File: src/rtl/jk_updown_counter_if.sv
`default_nettype none
// ============================================================================
// jk_updown_counter_if : control/status bundle for the JK up/down counter
// Revision 1.0
// ============================================================================
interface jk_updown_counter_if #(
  parameter int W = 4
);
  logic         En;
  logic         up;
  logic         load;
  logic [W-1:0] D;
  logic [W-1:0] Q;
  logic         tc;
  logic         wrap;

  modport master (
    output En, up, load, D,
    input  Q, tc, wrap
  );

  modport slave (
    input  En, up, load, D,
    output Q, tc, wrap
  );
endinterface
`default_nettype wire

File: src/rtl/jk_updown_counter.sv
`default_nettype none
// ============================================================================
// jk_updown_counter : modulo-MOD up/down counter built from a JK flip-flop bank
// Revision 1.0
// ============================================================================
module jk_updown_counter #(
  parameter int W   = 4,
  parameter int MOD = 10
) (
  input  logic               CLK,
  input  logic               reset,
  jk_updown_counter_if.slave bus
);

  localparam logic [W:0]   c_MOD = (W+1)'(MOD);
  localparam logic [W-1:0] c_MAX = W'(MOD - 1);

  logic [W-1:0] w_q;
  logic [W-1:0] w_load_val;
  logic [W-1:0] w_up_t;
  logic [W-1:0] w_dn_t;
  logic [W-1:0] w_tgt;
  logic [W-1:0] w_j;
  logic [W-1:0] w_k;
  logic         w_in_range;
  logic         w_at_top;
  logic         w_at_zero;
  logic         w_count_wrap;
  logic         w_wrap_nxt;
  logic         r_wrap;

  assign w_in_range   = ({1'b0, w_q} < c_MOD);
  assign w_at_top     = (w_q == c_MAX);
  assign w_at_zero    = (w_q == '0);
  assign w_load_val   = ({1'b0, bus.D} < c_MOD) ? bus.D : '0;
  assign w_count_wrap = !w_in_range || (bus.up ? w_at_top : w_at_zero);

  // Only a legal down-wrap lands on MOD-1; every other wrap (incl. illegal states) lands on 0.
  assign w_tgt = (!bus.up && w_in_range) ? c_MAX : '0;

  always_comb begin
    logic up_c;
    logic dn_c;
    w_up_t = '0;
    w_dn_t = '0;
    up_c   = 1'b1;
    dn_c   = 1'b1;
    for (int i = 0; i < W; i++) begin
      w_up_t[i] = up_c;
      w_dn_t[i] = dn_c;
      up_c      = up_c & w_q[i];
      dn_c      = dn_c & ~w_q[i];
    end
  end

  always_comb begin
    w_j        = '0;
    w_k        = '0;
    w_wrap_nxt = 1'b0;
    if (bus.load) begin
      w_j = w_load_val;
      w_k = ~w_load_val;
    end else if (bus.En) begin
      if (w_count_wrap) begin
        w_j        = w_tgt;
        w_k        = ~w_tgt;
        w_wrap_nxt = 1'b1;
      end else if (bus.up) begin
        w_j = w_up_t;
        w_k = w_up_t;
      end else begin
        w_j = w_dn_t;
        w_k = w_dn_t;
      end
    end
  end

  generate
    for (genvar gi = 0; gi < W; gi++) begin : g_jk
      logic r_qb;
      always_ff @(posedge CLK or posedge reset) begin
        if (reset) begin
          r_qb <= 1'b0;
        end else begin
          case ({w_j[gi], w_k[gi]})
            2'b01:   r_qb <= 1'b0;
            2'b10:   r_qb <= 1'b1;
            2'b11:   r_qb <= ~r_qb;
            default: r_qb <= r_qb;
          endcase
        end
      end
      assign w_q[gi] = r_qb;
    end
  endgenerate

  always_ff @(posedge CLK or posedge reset) begin
    if (reset) begin
      r_wrap <= 1'b0;
    end else begin
      r_wrap <= w_wrap_nxt;
    end
  end

  assign bus.Q    = w_q;
  assign bus.wrap = r_wrap;
  assign bus.tc   = bus.En & ~bus.load & (bus.up ? w_at_top : w_at_zero);

endmodule
`default_nettype wire

File: src/flat_wrapper.sv
// flat-port wrapper written by rule: the top's interface ports become plain ports
module jk_updown_counter_flat 
#(
  parameter int W   = 4,
  parameter int MOD = 10
)
  (CLK, reset, bus_En, bus_up, bus_load, bus_D, bus_Q, bus_tc, bus_wrap);
  jk_updown_counter_if #(.W(W)) bus_i ();
  input  logic CLK;
  input  logic reset;
  input wire logic [$bits(bus_i.En)-1:0] bus_En;
  input wire logic [$bits(bus_i.up)-1:0] bus_up;
  input wire logic [$bits(bus_i.load)-1:0] bus_load;
  input wire logic [$bits(bus_i.D)-1:0] bus_D;
  output wire logic [$bits(bus_i.Q)-1:0] bus_Q;
  output wire logic [$bits(bus_i.tc)-1:0] bus_tc;
  output wire logic [$bits(bus_i.wrap)-1:0] bus_wrap;
  assign bus_i.En = bus_En;
  assign bus_i.up = bus_up;
  assign bus_i.load = bus_load;
  assign bus_i.D = bus_D;
  assign bus_Q = bus_i.Q;
  assign bus_tc = bus_i.tc;
  assign bus_wrap = bus_i.wrap;
  jk_updown_counter #(.W(W), .MOD(MOD)) u_core (.CLK(CLK), .reset(reset), .bus(bus_i));
endmodule
File: config.mk
export PLATFORM = sky130hd
export DESIGN_NAME = jk_updown_counter_flat
export DESIGN_NICKNAME = d
export VERILOG_FILES = /design/src/rtl/jk_updown_counter_if.sv /design/src/rtl/jk_updown_counter.sv /design/src/flat_wrapper.sv
export SDC_FILE = /design/constraint.sdc
export NUM_CORES = 1
export LEC_CHECK = 0
export CORE_AREA = 5 5 42 44
export DETAILED_ROUTE_END_ITERATION = 7
export DIE_AREA = 0 0 47 49
export PLACE_DENSITY = 0.73
export SLEW_MARGIN = 20
export SYNTH_ARGS = -nofsm -noshare
export SYNTH_HDL_FRONTEND = slang
export SYNTH_SLANG_ARGS = --single-unit
File: constraint.sdc
create_clock -name CLK -period 1.45 [get_ports CLK]
set_input_delay 0.2175 -clock CLK [delete_from_list [all_inputs] [get_ports CLK]]
set_output_delay 0.2175 -clock CLK [all_outputs]
set_load 0.05 [all_outputs]
# Word-level counts from Yosys, hierarchy flattened
# Index checks and enable logic that the tools add are counted.
dict set report word_totals {
  regBits 5
  in_bits 9
  word_cells 59
}
dict set report classes {
  eq_ne 13
  order_cmp 2
  reduce_logical 9
  n_mux 17
  bitwise 13
}
# op n
set op_table {}
lappend op_table {{4-bit 2-to-1 mux} 9}
lappend op_table {{2-bit equality test (second input constant)} 8}
lappend op_table {{1-bit one-hot mux with 3 select lines} 4}
lappend op_table {{3-bit nonzero test} 4}
lappend op_table {{2-bit by 1-bit equality test with 1-bit output (second input constant)} 4}
lappend op_table {{4-bit < comparator (second input constant)} 2}
lappend op_table {{4-bit inverter} 2}
lappend op_table {{1-bit bitwise AND} 6}
lappend op_table {{1-bit inverter} 5}
lappend op_table {{4-bit equality test (second input constant)} 1}
lappend op_table {{4-bit logical NOT} 1}
lappend op_table {{1-bit 2-to-1 mux} 4}
lappend op_table {{1-bit logical NOT} 2}
lappend op_table {{1-bit logical AND} 1}
lappend op_table {{1-bit logical OR} 1}

# Logic depth before layout (Yosys ltp)
# Gate-level depths: netlist of the first run.
dict set report logic_depth {
  ltp_word 9
  mapped_depth 5
  ltp_nobuf 4
}

# Worst setup path before layout of the first run
# Ideal clock, no wire load.
dict set report synth_path {
  path_kind {reg-to-output}
  from {register u_core.g_jk[0].r_qb}
  to {output bus_tc}
  path_buffers 1
  t_arrival_ns 2.133
  path_stages_with_launch 4
  setup_slack_ns -0.900
  path_cell_list {dfrtp_1 -> clkbuf_1 -> or3_1 -> a211oi_1}
}
dict set report synth_via {
  elab_chain_cells 3
  elab_cells_between_ends 4
}
# element line_no
set synth_rtl {}
lappend synth_rtl {{start: declaration} jk_updown_counter.sv:80} ;# logic r_qb;
lappend synth_rtl {{start signal: assignment} jk_updown_counter.sv:88} ;# 2'b11: r_qb <= ~r_qb;
lappend synth_rtl {{start signal: assignment} jk_updown_counter.sv:89} ;# default: r_qb <= r_qb;
lappend synth_rtl {{4-bit equality test or 4-bit logical NOT (tied branches)} {jk_updown_counter.sv:33, jk_updown_counter.sv:34}}
lappend synth_rtl {{1-bit 2-to-1 mux *} jk_updown_counter.sv:107} ;# assign bus.tc = bus.En & ~bus.load & (bus.up ? w_at_top : w_at_zero);
lappend synth_rtl {{1-bit bitwise AND *} jk_updown_counter.sv:107}
lappend synth_rtl {{end: declaration} flat_wrapper.sv:16} ;# output wire logic [$bits(bus_i.tc)-1:0] bus_tc;
# Mark *: on every way between the ends. The rest lies on a longest branch, timed or not.

# Worst setup path after layout of the first run
# Ends and elaborated chain as after synthesis.

==> run metrics, run 1 <==
syn nets 66; Hold Crit Class in -> async; Die Y 49 um; TritonCTS clock tree done; WL/cell 13.2 um; Detailed Routing Iterations Pass 1 4; routability congestion estimate 0.853; CP bufs+invs 1; Post-synth EDFFs 0; peak supply drop 0.601 mV; I/O Pins 15; final hold slack 0.180 ns; R2R depth 4; Startpoint Class flip-flop; ordered list of cells on the worst path or3_4 > a211oi_4 > buf_12; largest net degree at the start of global routing 9; Worst R2R Setup Slack -0.11 ns; Starting Density 31.5%; DR iter-0 viols 15; outcome finished, violations left; Placement Cell Area 724 um2; first-pass GRT wire length 2.12 mm; core box area 1400 um2; die width 47 um; Primary FF master, synth dfrtp_1; Sink Count 5; DRC 0; Yosys cell types 28; GRT Util Overall 12.4%; GRT overflow 0; vias in the first global route 521; # H-tree levels 1; fin crit period 1.66 ns; DRT antenna net count 0; Setup Total Neg Slack -0.465 ns; # Max-Cap Violations 0; Worst path slowest cell dfrtp_1; # setup viols final 4; reg-to-reg startpoint u_core.g_jk[1].r_qb; final worst setup slack -0.214 ns; CP Capture Type primary output; Worst R2R End u_core.bus.wrap; critical path class reg -> out; Crit path max-delay family flip-flops; Num CTS Buffers 3; Yosys warning count 0; Peak Freq 0.601 GHz; share of layout cells above drive strength 1 41.2%; IO buf count 14; Mapped Cells 57; initial antenna violation count 0; period utilization 115%; Hold Buf Count CTS 0; final instance area 813 um2; Pins Over Slew Limit 0; worst clock skew 0.00255 ns; Layout area overhead 84.1%; FILL cells 140; hpwl dp 1.01 mm; fin nets 95; Max Buffers Root-to-Sink 2; Clk Latency, worst-skew pair 0.24 ns; pwr/cell area 810 nW/um2; Clock transition at path regs 0.04 ns; worst-path fanout max 4; die area 2300 um2; Hold Vio Cnt, Final 0; unrepaired setup endpoints after global routing yes; WL final 1.33 mm; vias per cell 4.94; flops & latches, synth 5; Worst Tran Pin Value 0.232 ns; Root Driver clkbuf_4; Pleak 0.347 nW; synthesized area per cell 7.75 um2; critical path depth 3; antenna diode count 0; Post-Syn Area 442 um2; Seq/Total Area, Yosys 28.3%; via count 499; failing checks setup timing; Critical Path AT 1.45 ns; Req. time, crit path 1.23 ns; Slew headroom 84.4%; FFs w/ async S/R, synth 100%; num rows 14; Worst path max stage delay 0.41 ns
==> area by class of cell <==
cell class                      count  area [um2]  share of cell area, %
Sequential cell                     5         126                   15.5
Multi-Input combinational cell     40         282                   34.6
Tap cell                           16        20.0                   2.46
Clock buffer                        4        26.3                   3.23
Timing Repair Buffer               32         344                   42.3
Inverter                            4        15.0                   1.85
==> routing by layer <==
layer | GRT usage [%] | part of all wire [%] | up-vias
li1 | - | - | 257
met1 | 12.7 | 40 | 229
met2 | 23.3 | 54 | 13
met3 | 4.43 | 6.0 | 0
met4 | 1.38 | 0 | 0
met5 | 0 | 0 | -
==> registers in the layout, indices dropped and copies added (netlist names) <==
signal,count
u_core.bus.wrap,1
u_core.g_jk.r_qb,4
==> Yosys cell counts, types with 2 or more instances <==
| cell | number | area [um2] |
|---|---|---|
| a21oi_1 | 6 | 30.0 |
| o21ai_0 | 4 | 20.0 |
| buf_4 | 4 | 30.0 |
| inv_1 | 4 | 15.0 |
| nor2_1 | 3 | 11.3 |
| nand2_1 | 3 | 11.3 |
| nand3_1 | 2 | 10.0 |
| clkbuf_1 | 3 | 11.3 |
| a211oi_1 | 5 | 37.5 |
| dfrtp_1 | 5 | 125 |
==> worst max path at each step <==
stage	from	to
after floorplan	u_core.g_jk[0].r_qb	bus_tc
after global placement	bus_En	u_core.g_jk[1].r_qb
after detailed placement	bus_up	u_core.bus.wrap
after CTS	u_core.g_jk[0].r_qb	bus_tc
after global routing	u_core.g_jk[0].r_qb	bus_tc
final	u_core.g_jk[0].r_qb	bus_tc
==> cell usage in the layout, fill, tap and decap left out, types with 2 or more instances in the layout <==
master / synthesis / layout
buf_6: 1 / 3
o21ai_0: 4 / 4
dfrtp_1: 5 / 4
buf_12: 0 / 6
clkbuf_4: 0 / 3
nand2_1: 3 / 3
inv_1: 4 / 4
nor2_1: 3 / 2
a21oi_1: 6 / 5
dlygate4sd2_1: 0 / 2
nand3_1: 2 / 2
clkdlybuf4s50_1: 0 / 6
buf_4: 4 / 15
a211oi_1: 5 / 4
==> timing repair <==
| action | CTS | global route |
|---|---|---|
| resized for setup | 9 | 1 |
| gates cloned | 0 | 0 |
| buffers inserted | 3 | 2 |
| pin swaps | 3 | 3 |
| endpoints found under the setup margin | 4 | 5 |
==> through the flow <==
stage          instances  utilization, %  setup slack (ns)  power [mW]
2_1_floorplan         57               -            -0.195       0.339
3_3_place_gp          92            51.7            -0.301       0.460
3_5_place_dp          92            51.7            -0.316       0.466
4_1_cts               99            56.7            -0.219       0.648
5_1_grt              101            58.0            -0.253       0.691
6_report             101            58.0            -0.214       0.658
==> cells by family (layout without fill, tap and decap cells) <==
logic type / after synthesis / count (layout) / synth area share [%]
flops: 5 / 5 / 28.3
simple gates: 17 / 17 / 21.3
mux: 2 / 2 / 4.82
buf+inv: 12 / 40 / 15.3
xor+xnor: 1 / 1 / 1.98
compound gates: 20 / 20 / 28.3
==> worst reg2reg max path, stage by stage, from the launching register on <==
cell and delay [ns]:
dfrtp_2 0.44, buf_6 0.13, or4_4 0.54, nor2b_1 0.16
a211oi_1 0.21
==> power by group <==
part / switching (mW) / leakage, nW / total, mW / internal [mW]
registers: 0.0157 / 0.0621 / 0.169 / 0.154
clock network: 0.0568 / 0.0150 / 0.161 / 0.104
logic: 0.153 / 0.270 / 0.328 / 0.175
total: 0.226 / 0.347 / 0.658 / 0.433
Power figures use the tool's default switching activity.
==> run 2, diff against run 1 <==
- GPL_ROUTABILITY_DRIVEN: default -> 0
- SKIP_LAST_GASP: default -> 1
==> results of run 2 <==
Same layout as run 1: the final DEF is identical, and so are final timing and power.
==> run 3, diff against run 2 <==
- ABC_CLOCK_PERIOD_IN_PS: default -> 1450
- SLEW_MARGIN: 20 -> default
==> results of run 3 <==
Same layout as run 1: the final DEF is identical, and so are final timing and power.
